[config.mk]
export PLATFORM = sky130hd
export DESIGN_NAME = ps2_key_decoder
export DESIGN_NICKNAME = d
export VERILOG_FILES = /design/src/rtl/ps2_pkg.sv /design/src/rtl/ps2_frame_rx.sv /design/src/rtl/ps2_key_decoder.sv
export SDC_FILE = /design/constraint.sdc
export NUM_CORES = 1
export LEC_CHECK = 0
export ABC_AREA = 1
export CAP_MARGIN = 20
export CORE_ASPECT_RATIO = 1.5
export CORE_MARGIN = 3
export CORE_UTILIZATION = 51
export DETAILED_ROUTE_END_ITERATION = 10
export GPL_TIMING_DRIVEN = 0
export PLACE_DENSITY = 0.74
export SYNTH_ARGS = -nofsm -noshare
export SYNTH_HDL_FRONTEND = slang
export SYNTH_SLANG_ARGS = --single-unit
[constraint.sdc]
create_clock -name Clock -period 1.4 [get_ports Clock]
set_input_delay 0.35 -clock Clock [delete_from_list [all_inputs] [get_ports Clock]]
set_output_delay 0.35 -clock Clock [all_outputs]
set_load 0.01 [all_outputs]
[src/rtl/ps2_pkg.sv]
// Shared scan-code constants, key-flag bit positions and state types for the PS/2 key decoder.
// Build option: PS2_PARITY_CHECK_EN (used by ps2_frame_rx) turns on odd-parity enforcement.
package ps2_pkg;

  localparam logic [7:0] SC_ENTER = 8'h5A;
  localparam logic [7:0] SC_Z     = 8'h1A;
  localparam logic [7:0] SC_X     = 8'h22;
  localparam logic [7:0] SC_LEFT  = 8'h6B;
  localparam logic [7:0] SC_RIGHT = 8'h74;
  localparam logic [7:0] SC_EXT   = 8'hE0;
  localparam logic [7:0] SC_BREAK = 8'hF0;

  localparam int KEY_ENTER = 0;
  localparam int KEY_Z     = 1;
  localparam int KEY_X     = 2;
  localparam int KEY_LEFT  = 3;
  localparam int KEY_RIGHT = 4;
  localparam int NUM_KEYS  = 5;

  typedef enum logic [1:0] {
    IDLE,
    DATA,
    PARITY,
    STOP
  } rxState_t;

  typedef enum logic [1:0] {
    BASE,
    EXT,
    BRK,
    EXTBRK
  } decState_t;

  // Numpad 6B/74 share codes with the arrows but lack the E0 prefix, so they fall through unmapped.
  function automatic logic [NUM_KEYS-1:0] keyMask(input logic extended, input logic [7:0] code);
    keyMask = '0;
    if (extended) begin
      case (code)
        SC_LEFT:  keyMask[KEY_LEFT]  = 1'b1;
        SC_RIGHT: keyMask[KEY_RIGHT] = 1'b1;
        SC_ENTER: keyMask[KEY_ENTER] = 1'b1;
        default:  keyMask = '0;
      endcase
    end else begin
      case (code)
        SC_ENTER: keyMask[KEY_ENTER] = 1'b1;
        SC_Z:     keyMask[KEY_Z]     = 1'b1;
        SC_X:     keyMask[KEY_X]     = 1'b1;
        default:  keyMask = '0;
      endcase
    end
  endfunction

endpackage

[src/rtl/ps2_frame_rx.sv]
// PS/2 device-to-host frame receiver: pin synchronizers, falling-edge detect, 11-bit framing and timeout.
// Build option: PS2_PARITY_CHECK_EN makes a failed odd-parity check reject the byte with an error pulse.
module ps2_frame_rx
  import ps2_pkg::*;
#(
  parameter int TIMEOUT_CYCLES = 10000,
  parameter int SYNC_STAGES    = 2
) (
  input  logic       clk,
  input  logic       resetN,
  input  logic       ps2Clk,
  input  logic       ps2Data,
  output logic [7:0] rxByte,
  output logic       rxValid,
  output logic       rxError
);

  localparam int CW = $clog2(TIMEOUT_CYCLES + 1);
  localparam logic [CW-1:0] TIMEOUT_LAST = CW'(TIMEOUT_CYCLES - 1);

  logic [SYNC_STAGES-1:0] clkSync;
  logic [SYNC_STAGES-1:0] dataSync;
  logic                   clkHist;
  logic                   clkIn;
  logic                   dataIn;
  logic                   fallEdge;

  rxState_t      state, stateNext;
  logic [2:0]    bitCount, bitCountNext;
  logic [7:0]    shiftReg, shiftNext;
  logic [CW-1:0] idleCount, idleNext;
  logic          validNext;
  logic          errorNext;
  logic          parityAccept;

`ifdef PS2_PARITY_CHECK_EN
  logic parityOk, parityOkNext;
  assign parityAccept = parityOk;
`else
  assign parityAccept = 1'b1;
`endif

  assign clkIn    = clkSync[SYNC_STAGES-1];
  assign dataIn   = dataSync[SYNC_STAGES-1];
  assign fallEdge = clkHist & ~clkIn;

  // Framing decisions happen only on a detected PS/2 falling edge; otherwise the watchdog runs.
  always_comb begin
    stateNext    = state;
    bitCountNext = bitCount;
    shiftNext    = shiftReg;
    validNext    = 1'b0;
    errorNext    = 1'b0;
`ifdef PS2_PARITY_CHECK_EN
    parityOkNext = parityOk;
`endif
    if (fallEdge || state == IDLE) begin
      idleNext = '0;
    end else begin
      idleNext = idleCount + 1'b1;
    end

    if (fallEdge) begin
      unique case (state)
        IDLE: begin
          if (!dataIn) begin
            stateNext    = DATA;
            bitCountNext = '0;
          end else begin
            errorNext = 1'b1;
          end
        end
        DATA: begin
          shiftNext    = {dataIn, shiftReg[7:1]};
          bitCountNext = bitCount + 3'd1;
          if (bitCount == 3'd7) begin
            stateNext = PARITY;
          end
        end
        PARITY: begin
`ifdef PS2_PARITY_CHECK_EN
          parityOkNext = ^{shiftReg, dataIn};
`endif
          stateNext = STOP;
        end
        STOP: begin
          stateNext = IDLE;
          if (dataIn && parityAccept) begin
            validNext = 1'b1;
          end else begin
            errorNext = 1'b1;
          end
        end
      endcase
    end else if (state != IDLE && idleCount == TIMEOUT_LAST) begin
      stateNext = IDLE;
      errorNext = 1'b1;
    end
  end

  // Pins idle high, so the synchronizers reset to 1 to avoid a phantom edge after reset.
  always_ff @(posedge clk) begin
    if (!resetN) begin
      clkSync   <= '1;
      dataSync  <= '1;
      clkHist   <= 1'b1;
      state     <= IDLE;
      bitCount  <= '0;
      shiftReg  <= '0;
      idleCount <= '0;
      rxByte    <= '0;
      rxValid   <= 1'b0;
      rxError   <= 1'b0;
`ifdef PS2_PARITY_CHECK_EN
      parityOk  <= 1'b0;
`endif
    end else begin
      clkSync   <= {clkSync[SYNC_STAGES-2:0], ps2Clk};
      dataSync  <= {dataSync[SYNC_STAGES-2:0], ps2Data};
      clkHist   <= clkIn;
      state     <= stateNext;
      bitCount  <= bitCountNext;
      shiftReg  <= shiftNext;
      idleCount <= idleNext;
      rxValid   <= validNext;
      rxError   <= errorNext;
      if (validNext) begin
        rxByte <= shiftReg;
      end
`ifdef PS2_PARITY_CHECK_EN
      parityOk  <= parityOkNext;
`endif
    end
  end

endmodule

[src/rtl/ps2_key_decoder.sv]
// PS/2 set-2 keyboard decoder: frames bytes via ps2_frame_rx and tracks held state of five game keys.
// Build option: PS2_PARITY_CHECK_EN (passed through to ps2_frame_rx) enables parity rejection.
module ps2_key_decoder
  import ps2_pkg::*;
#(
  parameter int TIMEOUT_CYCLES = 10000,
  parameter int SYNC_STAGES    = 2
) (
  input  logic       Clock,
  input  logic       Reset,
  input  logic       PS2Clk,
  input  logic       PS2Data,
  output logic [7:0] ScanCode,
  output logic       ScanValid,
  output logic       FrameError,
  output logic       isEnter,
  output logic       isZ,
  output logic       isX,
  output logic       isLeft,
  output logic       isRight
);

  decState_t             decState, decNext;
  logic [NUM_KEYS-1:0]   keyFlags, flagsNext;

  ps2_frame_rx #(
    .TIMEOUT_CYCLES(TIMEOUT_CYCLES),
    .SYNC_STAGES   (SYNC_STAGES)
  ) uFrameRx (
    .clk    (Clock),
    .resetN (Reset),
    .ps2Clk (PS2Clk),
    .ps2Data(PS2Data),
    .rxByte (ScanCode),
    .rxValid(ScanValid),
    .rxError(FrameError)
  );

  // Prefix tracking: E0 marks extended, F0 marks release; anything else completes the sequence.
  always_comb begin
    decNext   = decState;
    flagsNext = keyFlags;
    if (FrameError) begin
      decNext = BASE;
    end else if (ScanValid) begin
      unique case (decState)
        BASE, EXT: begin
          if (ScanCode == SC_EXT) begin
            decNext = EXT;
          end else if (ScanCode == SC_BREAK) begin
            decNext = (decState == EXT) ? EXTBRK : BRK;
          end else begin
            flagsNext = keyFlags | keyMask(decState == EXT, ScanCode);
            decNext   = BASE;
          end
        end
        BRK, EXTBRK: begin
          flagsNext = keyFlags & ~keyMask(decState == EXTBRK, ScanCode);
          decNext   = BASE;
        end
      endcase
    end
  end

  always_ff @(posedge Clock) begin
    if (!Reset) begin
      decState <= BASE;
      keyFlags <= '0;
    end else begin
      decState <= decNext;
      keyFlags <= flagsNext;
    end
  end

  assign isEnter = keyFlags[KEY_ENTER];
  assign isZ     = keyFlags[KEY_Z];
  assign isX     = keyFlags[KEY_X];
  assign isLeft  = keyFlags[KEY_LEFT];
  assign isRight = keyFlags[KEY_RIGHT];

endmodule

==> run_results.csv <==
group,metric,value,unit
pwr,power,2340,uW
timing,finClkSkew,8.21,ps
place,hpwlAfterDp,3.26,mm
global_routing,grt_start_max_net_pins,16,
logic_synthesis,synth_top_cell_area_share,0.435,
final_layout,diodes,0,
place,gp_congestion,0.919,
setup_path,cp.required,1630,ps
final_layout,stdcell_count,383,
cts,htree_num_levels,2,
timing,whs,426,ps
timing,setup-violations-final,0,
logic_synthesis,netlist_area,2250,sq um
die,num_rows,29,
die,die_area,5270,sq um
route,wl_per_cell,11.6,um
logic_synthesis,synth_largest_area_cell,"dfxtp_1",
route,vias,1983,
cts,cts_buffers,5,
die,coreArea,4250,sq um
timing,period_share,0.970,
final_layout,drive_above_1_share,0.228,
min_path,hold_path_class,"register to register",
route,met2_length,2.45,mm
route,viasPerCell,5.18,
setup_path,startpoint_type,"register",
global_routing,grt_pass1_vias,1910,
timing,setup_tns,0,ps
global_routing,antenna_found_initial,0,
route,drcViolationCount,0,
logic_synthesis,synth_cell_type_count,30,
place,port_buffers,18,
route,topRoutingLayerUsed,"met4",
setup_path,critPathKind,"register to register",
route,postRouteAntennaNets,0,
cts,clkLatencyLatePin,300,ps
logic_synthesis,synth_nets,314,
cts,cts_buffer_depth,2,
place,placed_cells,366,
final_layout,syn_to_final_growth,24.2,%
final_layout,final_common_cell,"nand2_1",
cts,clockRootBuffer,"clkbuf_8",
outcome,outcome,"finished clean",
logic_synthesis,avgSynthCellArea,7.46,sq um
timing,hold_violations,0,
die,dieHeight,87.4,um
die,pin_count,19,
route,wl_met1,1.71,mm
final_layout,layout_common_cells,"41 x nand2_1, 40 x nor2_1, 39 x dfxtp_1",
flow_run,cap_violations,0,
timing,drv_slew,0,
route,wirelength,4.46,mm
cts,cts_tree,"yes",
global_routing,gr-total-overflow,0,
logic_synthesis,ys_ff_latch,49,
logic_synthesis,synthTopCellsByArea,"dfxtp_1 44%, inv_1 7.5%, nand2_1 7.5%",
setup_path,crit_arrival,1590,ps
timing,rsz0062_at_grt,"true",
pwr,power_leakage,0.00118,uW
final_layout,nets,348,
global_routing,grt_usage,0.183,
route,drtIter0Drc,76,
timing,setup_ws,42.4,ps
pwr,ir_drop,0.734,mV
pwr,p_per_area,838,nW/um^2
setup_path,crit_path_end_kind,"register",
timing,fmax,737,MHz
place,preCtsSetupSlack,-446,ps
logic_synthesis,syn_inst,302,
die,start_util,0.531,
timing,max_slew_margin,0.631,
route,met3_length,169,um
die,die_w,60.3,um
global_routing,grt_pass1_wl,7.42,mm
cts,clock_sinks,49,
logic_synthesis,yosysSeqAreaShare,0.435,
cts,clkTransAtPathRegs,90,ps
setup_path,crit_fanout,4,
logic_synthesis,yosys_warnings,0,
timing,worstMarginPinSlew,553,ps
cts,holdBufCountCts,0,
timing,min_period,1360,ps
route,drtPass1Iterations,4,
-- worst max-delay path, stage by stage (launching register included) --
cell      delay [ps]
dfxtp_4          370
inv_4             80
ha_4             150
inv_4             50
nor2_8            90
clkinv_4          70
or2_4            250
nand3_2           80
nand2_1           50
nor2_1           110
-- routing by layer --
metal  track usage  up-vias
li1              -     1037
met1         0.171      897
met2         0.351       35
met3        0.0415       14
met4        0.0887        0
met5             0        -
-- stage by stage --
stage / utilization / area (sq um)
4_1_cts: 0.623 / 2640
6_report: 0.659 / 2800
3_3_place_gp: 0.587 / 2490
5_1_grt: 0.659 / 2800
3_5_place_dp: 0.587 / 2490
2_1_floorplan: - / 2260
-- Yosys cell counts --
library cell / count
nor2_4: 1
nand3_2: 2
nor3_4: 1
buf_2: 1
nand3_1: 20
inv_1: 45
nor2_8: 1
a211oi_1: 1
nand4_1: 6
nor2_2: 4
o21bai_4: 1
nor3_1: 3
o21ai_1: 3
nor2_1: 44
a21oi_2: 1
a21oi_4: 1
xnor2_1: 2
dfxtp_1: 49
clkbuf_1: 2
ha_1: 8
nand2_4: 1
or2_1: 2
nor3_2: 1
nand2_1: 45
or2_2: 4
buf_6: 1
a21oi_1: 25
inv_2: 5
o32ai_1: 1
o21ai_0: 21
-- layout make-up --
type,count,area (sq um)
Buffer,4,23.8
Clock buffer,6,82.6
Clock inverter,2,13.8
Fill cell,380,1450
Inverter,50,200
Multi-Input combinational cell,199,1180
Sequential cell,49,1000
Tap cell,46,57.6
Timing Repair Buffer,27,235
-- state kept, by name (all words and copies together) (netlist names), named ones only --
| name | cells |
|---|---|
| uFrameRx.idleCount | 14 |
| uFrameRx.rxByte | 8 |
| uFrameRx.shiftReg | 8 |
| keyFlags | 4 |
| uFrameRx.bitCount | 3 |
| decState | 2 |
| uFrameRx.clkSync | 2 |
| uFrameRx.dataSync | 2 |
| uFrameRx.state | 2 |
| uFrameRx.clkHist | 1 |
| uFrameRx.rxError | 1 |
| uFrameRx.rxValid | 1 |
-- what timing repair did --
item,in CTS,in global routing
resized for setup,35,38
endpoints found under the setup margin,38,17
pin swaps,4,13
setup buffers,3,6
-- where the power goes --
group	total, uW	switching, uW	internal (uW)
Sequential	1400	7.25	1400
Combinational	89.0	49.8	39.2
Clock	851	451	401
Total	2340	508	1840
-- kinds of logic (layout without fill, tap and decap cells) --
group                    Yosys count  count (layout)  synth area share
AND/OR/NAND/NOR                  135             135             0.283
AO/OA/AOI/OAI                     54              54             0.135
buffers and inverters             54              89            0.0938
flip-flops                        49              49             0.435
adder cells (fa/ha/maj)            8               8            0.0444
XOR/XNOR                           2               2           0.00777
-- path summary, 6_finish.rpt --
kind,startpoint,end,slack (ps),cells past startpoint
max reg2reg,uFrameRx.state[1]$_SDFFE_PN0P_,uFrameRx.state[0]$_SDFFE_PN0P_,40,9
min,uFrameRx.clkSync[0]$_SDFF_PN1_,uFrameRx.clkSync[1]$_SDFF_PN1_,430,1
min reg2reg,uFrameRx.clkSync[0]$_SDFF_PN1_,uFrameRx.clkSync[1]$_SDFF_PN1_,430,1
max,uFrameRx.state[1]$_SDFFE_PN0P_,uFrameRx.state[0]$_SDFFE_PN0P_,40,9
(Power assumes the default switching activity.)
